[src/rtl/dpp_table_pkg.sv]
// Shared helpers for the dining-philosophers fork table: ring-index arithmetic
// used by the table and its round-robin arbiter.
package dpp_table_pkg;

    // Fork i is philosopher i's left fork; fork (i+1)%n is its right fork.
    function automatic int right_fork(input int i, input int n);
        return (i + 1) % n;
    endfunction

    // Philosopher whose right fork is fork j, i.e. the other user of fork j.
    function automatic int left_neighbour(input int j, input int n);
        return (j + n - 1) % n;
    endfunction

    // Ring position k steps after ptr.
    function automatic int ring_step(input int ptr, input int k, input int n);
        return (ptr + k) % n;
    endfunction

endpackage

[src/rtl/dpp_table_rr_arbiter.sv]
// Combinational round-robin finder: first set bit of req scanning upward from
// ptr with wraparound. The table registers the result.
module dpp_table_rr_arbiter
    import dpp_table_pkg::*;
#(
    parameter int N     = 5,
    parameter int PTR_W = 3
) (
    input  logic [N-1:0]     req,
    input  logic [PTR_W-1:0] ptr,
    output logic             gnt_valid,
    output logic [PTR_W-1:0] gnt_idx
);

    always_comb begin
        // NOTE: every output gets a default before the scan so no path through
        // the loop leaves a value unassigned, which would otherwise infer a latch.
        gnt_valid = 1'b0;
        gnt_idx   = '0;
        for (int k = 0; k < N; k++) begin
            if (!gnt_valid && req[ring_step(int'(ptr), k, N)]) begin
                gnt_valid = 1'b1;
                gnt_idx   = PTR_W'(ring_step(int'(ptr), k, N));
            end
        end
    end

endmodule

[src/rtl/dpp_table.sv]
// Fork table for the dining-philosophers demo: grants at most one hungry
// philosopher per cycle, round-robin, when both of its forks are free.
module dpp_table
    import dpp_table_pkg::*;
#(
    parameter int N_PHILO      = 5,
    parameter int PTR_W        = 3,
    parameter int STARVE_LIMIT = 15,
    parameter int STARVE_W     = 4
) (
    input  logic               clk,
    input  logic               reset,
    input  logic [N_PHILO-1:0] hungry,
    input  logic [N_PHILO-1:0] done,
    output logic [N_PHILO-1:0] eat_sig,
    output logic [N_PHILO-1:0] eating,
    output logic [N_PHILO-1:0] fork_busy,
    output logic [N_PHILO-1:0] starve,
    output logic               err
);

    logic [PTR_W-1:0]    rr_ptr;
    logic [PTR_W-1:0]    rr_ptr_next;
    logic [STARVE_W-1:0] wait_cnt [N_PHILO];

    logic [N_PHILO-1:0]  req;
    logic [N_PHILO-1:0]  gnt_onehot;
    logic [N_PHILO-1:0]  done_ok;
    logic [N_PHILO-1:0]  eating_next;
    logic [N_PHILO-1:0]  fork_next;
    logic                gnt_valid;
    logic [PTR_W-1:0]    gnt_idx;

    dpp_table_rr_arbiter #(
        .N     (N_PHILO),
        .PTR_W (PTR_W)
    ) u_arb (
        .req       (req),
        .ptr       (rr_ptr),
        .gnt_valid (gnt_valid),
        .gnt_idx   (gnt_idx)
    );

    // Candidates look only at registered forks, so forks freed by a done this
    // edge cannot be re-granted until the next edge.
    always_comb begin
        req         = '0;
        gnt_onehot  = '0;
        fork_next   = '0;
        done_ok     = done & eating;
        rr_ptr_next = rr_ptr;
        for (int i = 0; i < N_PHILO; i++) begin
            req[i] = hungry[i] & ~eating[i] & ~fork_busy[i]
                   & ~fork_busy[right_fork(i, N_PHILO)];
            gnt_onehot[i] = gnt_valid && (gnt_idx == PTR_W'(i));
        end
        eating_next = (eating & ~done_ok) | gnt_onehot;
        for (int j = 0; j < N_PHILO; j++) begin
            fork_next[j] = eating_next[j] | eating_next[left_neighbour(j, N_PHILO)];
        end
        if (gnt_valid) begin
            rr_ptr_next = (gnt_idx == PTR_W'(N_PHILO - 1)) ? '0 : gnt_idx + 1'b1;
        end
    end

    // NOTE: all state uses non-blocking assignments so every register samples
    // pre-edge values, independent of statement order.
    always_ff @(posedge clk or negedge reset) begin
        if (!reset) begin
            eat_sig   <= '0;
            eating    <= '0;
            fork_busy <= '0;
            starve    <= '0;
            err       <= 1'b0;
            rr_ptr    <= '0;
            // NOTE: the wait-counter array is ordinary flops, not RAM, so it is
            // reset element by element like any other state.
            for (int i = 0; i < N_PHILO; i++) begin
                wait_cnt[i] <= '0;
            end
        end else begin
            eat_sig   <= gnt_onehot;
            eating    <= eating_next;
            fork_busy <= fork_next;
            rr_ptr    <= rr_ptr_next;
            if (|(done & ~eating)) begin
                err <= 1'b1;
            end
            for (int i = 0; i < N_PHILO; i++) begin
                if (!hungry[i] || gnt_onehot[i]) begin
                    wait_cnt[i] <= '0;
                end else if (wait_cnt[i] != '1) begin
                    wait_cnt[i] <= wait_cnt[i] + 1'b1;
                end
                if (wait_cnt[i] == STARVE_W'(STARVE_LIMIT)) begin
                    starve[i] <= 1'b1;
                end
            end
        end
    end

    // Neighbours never eat together, and the fork map always follows eating.
    for (genvar i = 0; i < N_PHILO; i++) begin : g_inv
        assert property (@(posedge clk) disable iff (!reset)
            !(eating[i] && eating[(i + 1) % N_PHILO]));
        assert property (@(posedge clk) disable iff (!reset)
            fork_busy[i] == (eating[i] | eating[(i + N_PHILO - 1) % N_PHILO]));
    end

endmodule

[config.mk]
export PLATFORM = sky130hd
export DESIGN_NAME = dpp_table
export DESIGN_NICKNAME = d
export VERILOG_FILES = /design/src/rtl/dpp_table_pkg.sv /design/src/rtl/dpp_table_rr_arbiter.sv /design/src/rtl/dpp_table.sv
export SDC_FILE = /design/constraint.sdc
export NUM_CORES = 1
export LEC_CHECK = 0
export ABC_AREA = 1
export BUFFER_PORTS_ARGS = -buffer_cell sky130_fd_sc_hd__buf_4
export CAP_MARGIN = 20
export CORE_MARGIN = 2
export CORE_UTILIZATION = 25
export CTS_CLUSTER_SIZE = 30
export DETAILED_ROUTE_END_ITERATION = 6
export GPL_TIMING_DRIVEN = 1
export PLACE_DENSITY = 0.39
export SKIP_CTS_REPAIR_TIMING = 1
export SLEW_MARGIN = 20
export SYNTH_ARGS = -nofsm -noshare
export SYNTH_HDL_FRONTEND = slang
export SYNTH_SLANG_ARGS = --single-unit
[constraint.sdc]
create_clock -name clk -period 5.75 [get_ports clk]
set_input_delay 1.15 -clock clk [delete_from_list [all_inputs] [get_ports clk]]
set_output_delay 1.15 -clock clk [all_outputs]
set_load 0.01 [all_outputs]
==> metrics.txt, run 1 <==
Synth area leader=dfrtp_1; total number of vias=2819; endpoints failing hold=0; core area=12720 um2; clock skew=0.003362 ns; nets=~520; Post-route DRC=0; post-synthesis mux area share=0.006119; port bufs=32; CTS clock-pin slew for the worst setup and hold paths=0.06 ns; Most Frequent Cell on Critical Path=nand2_1; CTS max path bufs=2; Setup crit start kind=register; adder-cell share of the synthesized area=0.09560; min-delay src=starve[1]; First-pass DRT Iterations=4; Setup TNS=0 ns; EDFF count, synth=0; Main synth FF type=dfrtp_1; final wirelength=approximately 8000 um; die width=118.4 um; Post-Place Cells=650; clk sinks=44; Die Y=118.4 um; Layout Cells excl Fill=658; Final Critical Period=4.361 ns; Arr. time, crit path=4.52 ns; compound-cell area share of the yosys netlist=0.09560; main combinational cell family by area after synthesis=simple AND/OR/NAND/NOR gates; CP startpoint=rr_ptr[0]; Synth Instances=447; Final Max Tran Viols=0; endpoint class of the critical path=register; hold depth=2; Worst-Margin Slew=roughly 0.58 ns; Antenna Cells=0; Fmax=between 200 and 250 MHz; initial antenna violation count=0; family with the most delay on the worst path=simple AND/OR/NAND/NOR gates; Mean Syn Cell Area=roughly 7.3 um2; Final Wtd Congestion=around 0.8; Vias/cell=between 4 and 5; Layout area overhead=18.28%; clk root buf=clkbuf_16; CP bufs+invs=7; Syn Std Cell Area=3272 um2; Worst-Skew Late Latency=about 0.28 ns; Max stage delay cell, worst path=dfrtp_1; H-tree Lvls=2; max incr delay on CP=0.63 ns; vias in the first global route=about 2800; Crit path required time=5.91 ns; Routed wire per std cell=12.10 um; sequential cell area fraction in the yosys report=0.3365; Synth warnings=0; crit path kind=reg -> reg; reg2reg path depth=28; Overflow after GRT=0; Core Rows=41; global-route wire length before repair=13850 um; Final Setup Violations=0; largest net degree at the start of global routing=45; Crit path depth=28; final period utilization=0.7584; post-synthesis simple-gate area fraction=0.3338; min-delay worst type=reg -> reg; RSZ-0062 raised after global routing=false; Num CTS Buffers=5; count of cell types in the netlist=34; ys async rst share=1.000; Slew headroom=0.6142; #FFs+latches synth=44; maxcap violations=0; Post-DRT Antenna Nets=0; GRT Overall Usage=0.1208; top-area cell type share of the netlist area=0.3365; layout cells sized above 1=0.2037; worst-path fanout max=10; Post-Synth XOR/XNOR Area=0.03365; Ports=33; ranking of synthesized cells by area=dfrtp_1 (34%), nand2_1 (11%), ha_1 (9.6%); Die ar.=14020 um2; outcome=completed; Critical R2R Launch=rr_ptr[0]; CTS tree=yes; DRT iter0 DRCs=130; Initial Util=0.2572; post-DP HPWL=around 6500 um; Mapped Nets=484
worst paths after layout:
| path | end | slack [ns] |
|---|---|---|
| worst max-delay path | fork_busy[3] | 1.39 |
| worst min-delay path | starve[1] | 0.47 |
| worst max register to register | fork_busy[3] | 1.39 |
| worst min register to register | starve[1] | 0.47 |
| max in group asynchronous | fork_busy[4] | 4.49 |
| min in group asynchronous | wait_cnt[18] | 0.86 |
synthesized netlist by cell type, drive strengths merged (2+ instances only):
cell type and n:
mux2i 2, a21oi 16, inv 83, a221oi 2
nand3b 4, xor2 7, or2 3, ha 25
o21ai 29, o211ai 3, nand4 7, nor2 55
nand2 114, xnor2 3, dfrtp 44, nor3 2
nand3 43
worst reg2reg max path: cells and delay by family (launching register included):
family          cells  cell delay (ns)
simple gates       14             1.29
fa+ha+maj           4             1.18
flops               1             0.63
buf+inv             7             0.82
compound gates      3             0.32
routing by layer:
| layer | vias to the layer above | track usage | part of all wire |
|---|---|---|---|
| met3 | 2 | 0.01544 | 0.032 |
| met5 | - | 0 | 0 |
| li1 | 1485 | - | - |
| met4 | 0 | 0.02902 | 0.0064 |
| met2 | 46 | 0.2077 | 0.47 |
| met1 | 1286 | 0.1606 | 0.49 |
layout make-up:
type                            instances  area (um2)
Fill cell                            1425        8852
Multi-Input combinational cell        318        1848
Sequential cell                        44        1101
Inverter                               84       315.3
Timing Repair Buffer                   32       240.2
Tap cell                              172       215.2
Clock buffer                            7       142.6
Clock inverter                          1       7.507
layout by cell type, fill, tap and decap left out, types with 2 or more instances in the layout:
cell type / netlist / routed
nand3_1: 35 / 35
nand3b_1: 4 / 4
clkbuf_16: 0 / 5
a21oi_2: 4 / 4
o211ai_1: 3 / 3
xor2_2: 3 / 3
o21ai_0: 17 / 17
ha_1: 25 / 25
o21ai_2: 2 / 2
nand2_1: 96 / 96
a221oi_1: 2 / 2
buf_4: 1 / 32
nand3_2: 7 / 7
nand2_2: 17 / 17
xor2_1: 4 / 4
o21ai_1: 10 / 10
dfrtp_1: 44 / 44
nand4_1: 7 / 7
or2_2: 3 / 3
nor2_2: 2 / 2
nor2_1: 51 / 51
mux2i_1: 2 / 2
inv_1: 68 / 68
a21oi_1: 12 / 12
inv_2: 15 / 15
nor2_4: 2 / 2
xnor2_1: 3 / 3
per-stage QoR:
stage	worst slack (ns)	util	hold WS (ns)	area, um2
2_1_floorplan	1.956	-	0.5010	3272
3_3_place_gp	1.423	0.2924	0.4504	3720
3_5_place_dp	1.329	0.2924	0.4589	3720
4_1_cts	1.339	0.3042	0.4755	3870
5_1_grt	0.9603	0.3042	0.4983	3870
6_report	1.389	0.3042	0.4697	3870
cell families after synthesis:
logic type	Yosys count
compound gates	52
xor+xnor	10
fa+ha+maj	25
buf+inv	85
flops	44
mux	2
simple gates	229
sequential cells by signal, indices dropped and copies added (netlist names):
name       cells
rr_ptr         3
eat_sig        5
err            1
fork_busy      5
eating         5
wait_cnt      20
starve         5
Power of run 1 is not shown: default switching activity piles up to over one toggle a cycle in this logic, so the estimate is an artifact.
==> inputs of run 2 (changes only) <==
--- a/config.mk
+++ b/config.mk
@@ -13,7 +13,7 @@
 export CTS_CLUSTER_SIZE = 30
 export DETAILED_ROUTE_END_ITERATION = 6
 export GPL_TIMING_DRIVEN = 1
-export PLACE_DENSITY = 0.39
+export PLACE_DENSITY = 0.41
 export SKIP_CTS_REPAIR_TIMING = 1
 export SLEW_MARGIN = 20
 export SYNTH_ARGS = -nofsm -noshare
==> constraint.sdc (replaced) <==
create_clock -name clk -period 3.7 [get_ports clk]
set_input_delay 0.74 -clock clk [delete_from_list [all_inputs] [get_ports clk]]
set_output_delay 0.74 -clock clk [all_outputs]
set_load 0.01 [all_outputs]
==> run 2 against run 1 <==
  * Critical path depth unchanged
  * Register-to-register slack worse by 1.2 ns
  * Final area rose by 14%
  * Final cell count up 5.2%
  * Routed wire length rose by 3.0%
  * Flip-flop and latch count stayed put
  * Clock-buffer cell count fell by 2
  * Utilization grew 4.3 points
  * Critical path type unchanged
  * Critical endpoint is now rr_ptr[2]
  * Largest cell class unchanged
==> metrics.txt, run 2 (synthesis gave the netlist of run 1 again) <==
CP startpoint=rr_ptr[0]; DRT iter0 DRCs=106; RSZ-0062 raised after global routing=true; total number of vias=2935; outcome=completed; area post-placement=3910 um2; endpoint class of the critical path=register; Initial Util=0.2572; post-DP HPWL=6451 um; First-pass DRT Iterations=6; Max stage delay cell, worst path=dfrtp_1; Num CTS Buffers=5; CTS max path bufs=2; Slew headroom=0.6217; reg2reg setup slack=0.21 ns; max incr delay on CP=~0.43 ns; initial antenna violation count=0; Layout Cells excl Fill=between 600 and 700; Final Max Tran Viols=0; GRT Overall Usage=0.1210; Ports=33; endpoints failing hold=0; min-delay worst type=in -> async; nets=557; commonest non-fill, non-tap cell in the layout=nand2_1; Critical R2R Launch=rr_ptr[0]; maxcap violations=0; Crit path required time=3.88 ns; Final Wtd Congestion=~0.8; Worst-Margin Slew=0.5674 ns; Final Setup Violations=0; layout cells sized above 1=0.3404; die width=118.4 um; Layout area overhead=35.18%; global-route wire length before repair=between 10000 and 15000 um; largest reg by FF count=wait_cnt; finished layout cell area=4423 um2; max reg flops=20; clk sinks=44; worst-path fanout max=3; Post-route DRC=0; Post-Place Cells=675; Antenna Cells=0; H-tree Lvls=2; CTS tree=yes; final wirelength=8198 um; most frequent cells in the layout=nand2_1 (83), buf_4 (65), inv_1 (63); crit path kind=reg -> reg; Core Rows=41; Post-DRT Antenna Nets=0; Routed wire per std cell=11.85 um; clk root buf=clkbuf_16; Fmax=about 290 MHz; clock skew=0.005776 ns; Vias/cell=4.241; core area=around 13000 um2; Overflow after GRT=0; Final Critical Period=3.495 ns; vias in the first global route=2822; Worst-Skew Late Latency=a little under 0.3 ns; CTS clock-pin slew for the worst setup and hold paths=0.06 ns; Die Y=118.4 um; final period utilization=0.9446; Arr. time, crit path=3.68 ns; Setup crit start kind=register; largest net degree at the start of global routing=45; Die ar.=14020 um2; port bufs=32
## run 2: changes by cell type in the layout (fill, tap and decap cells not counted), sizes merged
cell and delta:
clkinv -1, clkinvlp -1, clkbuf -2, buf +35, inv +1, bufinv +2
## run 2: critical path, delay by kind of cell, from the launching register on
family / cells / cell delay, ns
xor gates and xnor gates: 1 / 0.20
adders and majority gates: 5 / 1.05
buffers and inverters: 6 / 0.40
DFF: 1 / 0.43
and+or+nand+nor: 16 / 1.29
## run 2: layout make-up
cell class / count / area [um2]
Multi-Input combinational cell: 318 / 2079
Timing Repair Buffer: 67 / 523.0
Sequential cell: 44 / 1102
Inverter: 84 / 317.8
Clock buffer: 5 / 125.1
Tap cell: 172 / 215.2
Clock inverter: 2 / 60.06
Fill cell: 1379 / 8299
## run 2: worst paths after layout
| kind | cells past startpoint | end |
|---|---|---|
| setup / recovery | 28 | rr_ptr[2] |
| hold / removal | 1 | wait_cnt[16] |
| setup reg to reg | 28 | rr_ptr[2] |
| hold reg to reg | 2 | starve[1] |
| max in group asynchronous | 1 | rr_ptr[2] |
| min in group clk | 2 | starve[1] |
## run 2: through the flow
stage	utilization	setup WS (ns)	hold slack (ns)	setup TNS [ns]
2_1_floorplan	-	0.02108	0.4444	0
3_3_place_gp	0.3073	-0.05697	0.4488	-0.1801
3_5_place_dp	0.3073	-0.07262	0.4526	-0.3500
4_1_cts	0.3219	-0.1043	0.4685	-0.6586
5_1_grt	0.3477	-0.04723	0.4855	-0.1376
6_report	0.3477	0.2051	0.4456	0
## run 2: layer usage
metal	track usage	part of all wire	wire length (um)	vias up
met1	0.1540	0.48	3953	1333
met5	0	0	0	-
met4	0.04464	0.017	138	0
li1	-	-	-	1552
met2	0.2077	0.47	3875	43
met3	0.01689	0.028	231	7
Power of run 2 is left out for the same reason.
==> inputs of run 3 (changes only) <==
--- a/config.mk
+++ b/config.mk
@@ -9,11 +9,11 @@
 export BUFFER_PORTS_ARGS = -buffer_cell sky130_fd_sc_hd__buf_4
 export CAP_MARGIN = 20
 export CORE_MARGIN = 2
-export CORE_UTILIZATION = 25
+export CORE_UTILIZATION = 44
 export CTS_CLUSTER_SIZE = 30
 export DETAILED_ROUTE_END_ITERATION = 6
 export GPL_TIMING_DRIVEN = 1
-export PLACE_DENSITY = 0.41
+export PLACE_DENSITY = 0.64
 export SKIP_CTS_REPAIR_TIMING = 1
 export SLEW_MARGIN = 20
 export SYNTH_ARGS = -nofsm -noshare
==> run 3 against run 2 <==
  * Utilization grew 23 points
  * Largest cell class unchanged
  * First-iteration DRC count is 16% higher
  * Die area decreased by 42%
  * Highest routed layer unchanged
==> metrics.txt, run 3 (synthesis gave the netlist of run 1 again) <==
outcome=completed; CTS tree=yes; Final Max Tran Viols=0; maxcap violations=0; Die ar.=8141 um2; Antenna Cells=0; reg2reg setup slack=0.12 ns; Post-DRT Antenna Nets=0; Final Setup Violations=0; initial antenna violation count=0; Layout Cells excl Fill=~610; Overflow after GRT=0; endpoint class of the critical path=register; total number of vias=~3000; Worst-Margin Slew=~0.54 ns; Final Wtd Congestion=0.8725; Core Rows=31; final wirelength=7629 um; worst-path fanout max=4; Crit path required time=3.89 ns; Fmax=between 200 and 300 MHz; most frequent cells in the layout=nand2_1 (84), inv_1 (62), buf_4 (55); CTS clock-pin slew for the worst setup and hold paths=roughly 0.080 ns; endpoints failing hold=0; Post-route DRC=0; DRT iter0 DRCs=123; post-DP HPWL=approximately 5700 um; clk sinks=44; Num CTS Buffers=5; largest reg by FF count=wait_cnt; max reg flops=20; worst hold margin=0.4283 ns; port bufs=32; Setup crit start kind=register; die width=about 90 um; Post-Place Cells=588; clock skew=0.006327 ns; Final Critical Period=3.579 ns; CTS max path bufs=2; vias in the first global route=2803; final period utilization=0.9674; Vias/cell=4.992; Worst-Skew Late Latency=0.30 ns; nets=546; crit path kind=reg -> reg; Initial Util=0.4535; largest net degree at the start of global routing=45; commonest non-fill, non-tap cell in the layout=nand2_1; layout cells sized above 1=0.3340; Arr. time, crit path=3.77 ns; GRT Overall Usage=0.1884; H-tree Lvls=2; Die Y=approximately 90 um; Ports=33; Layout area overhead=27.27%; global-route wire length before repair=12750 um; Slew headroom=0.6403; core area=7214 um2; First-pass DRT Iterations=4; clk root buf=clkbuf_8; min-delay worst type=in -> async; Routed wire per std cell=approximately 13 um
run 3: cell count changes in the layout (fill, tap and decap cells not counted), moves of 3 or more:
cell / before / now
ha_2: 3 / 6
clkbuf_16: 5 / 0
ha_4: 5 / 2
clkbuf_8: 0 / 5
buf_4: 65 / 55
run 3: cell type report:
cell class	instances	area, um2
inverter	84	322.8
fill	662	3050
clock buffer	5	68.82
clock inverter	2	60.06
timing repair buffer	56	424.2
sequential	44	1102
tap	99	123.9
multi-input combinational	318	2062
run 3: through the flow:
step	setup TNS [ns]	instance area, um2	setup WS [ns]	utilization
after CTS	-1.088	3842	-0.08349	0.5326
after global routing	-1.684	4164	-0.1044	0.5772
after detailed placement	-0.3419	3714	-0.04153	0.5147
after global placement	0	3714	0.08014	0.5147
after floorplan	0	3274	0.02108	-
final	0	4164	0.1205	0.5772
run 3: final timing paths:
kind,from,cells past startpoint,endpoint
worst max-delay path,rr_ptr[0],27,rr_ptr[2]
worst min-delay path,reset,1,wait_cnt[16]
worst max register to register,rr_ptr[0],27,rr_ptr[2]
worst min register to register,starve[0],2,starve[0]
max in group asynchronous,reset,1,rr_ptr[2]
min in group clk,starve[0],2,starve[0]
run 3: worst max-delay path, cell delays in order (launching register included):
cell and delay [ns]:
dfrtp_1 0.42, inv_4 0.09, ha_4 0.13, inv_2 0.05, ha_4 0.29, inv_4 0.05
ha_2 0.17, nor2_2 0.13, nand2_2 0.07, nand2_2 0.09, inv_2 0.06, o21ai_2 0.17
nand2_2 0.11, nand3b_1 0.15, nand2_2 0.10, nand2_2 0.07, nand3_2 0.09, nand3_4 0.12
nor2_4 0.05, nand2_1 0.06, nand3b_1 0.14, nor2_4 0.15, inv_2 0.06, ha_2 0.18
ha_2 0.30, nand2_1 0.04, nand3_1 0.07, inv_1 0.04
run 3: routing by layer:
metal  vias to the layer above  part of all wire  wire length [um]  GRT usage
li1                       1537                 -                 -          -
met1                      1410              0.44              3383     0.2479
met2                        79              0.50              3824     0.3189
met3                         9             0.041               312    0.02431
met4                         0             0.014               109    0.06667
met5                         -                 0                 0          0
Power of run 3 is left out for the same reason.
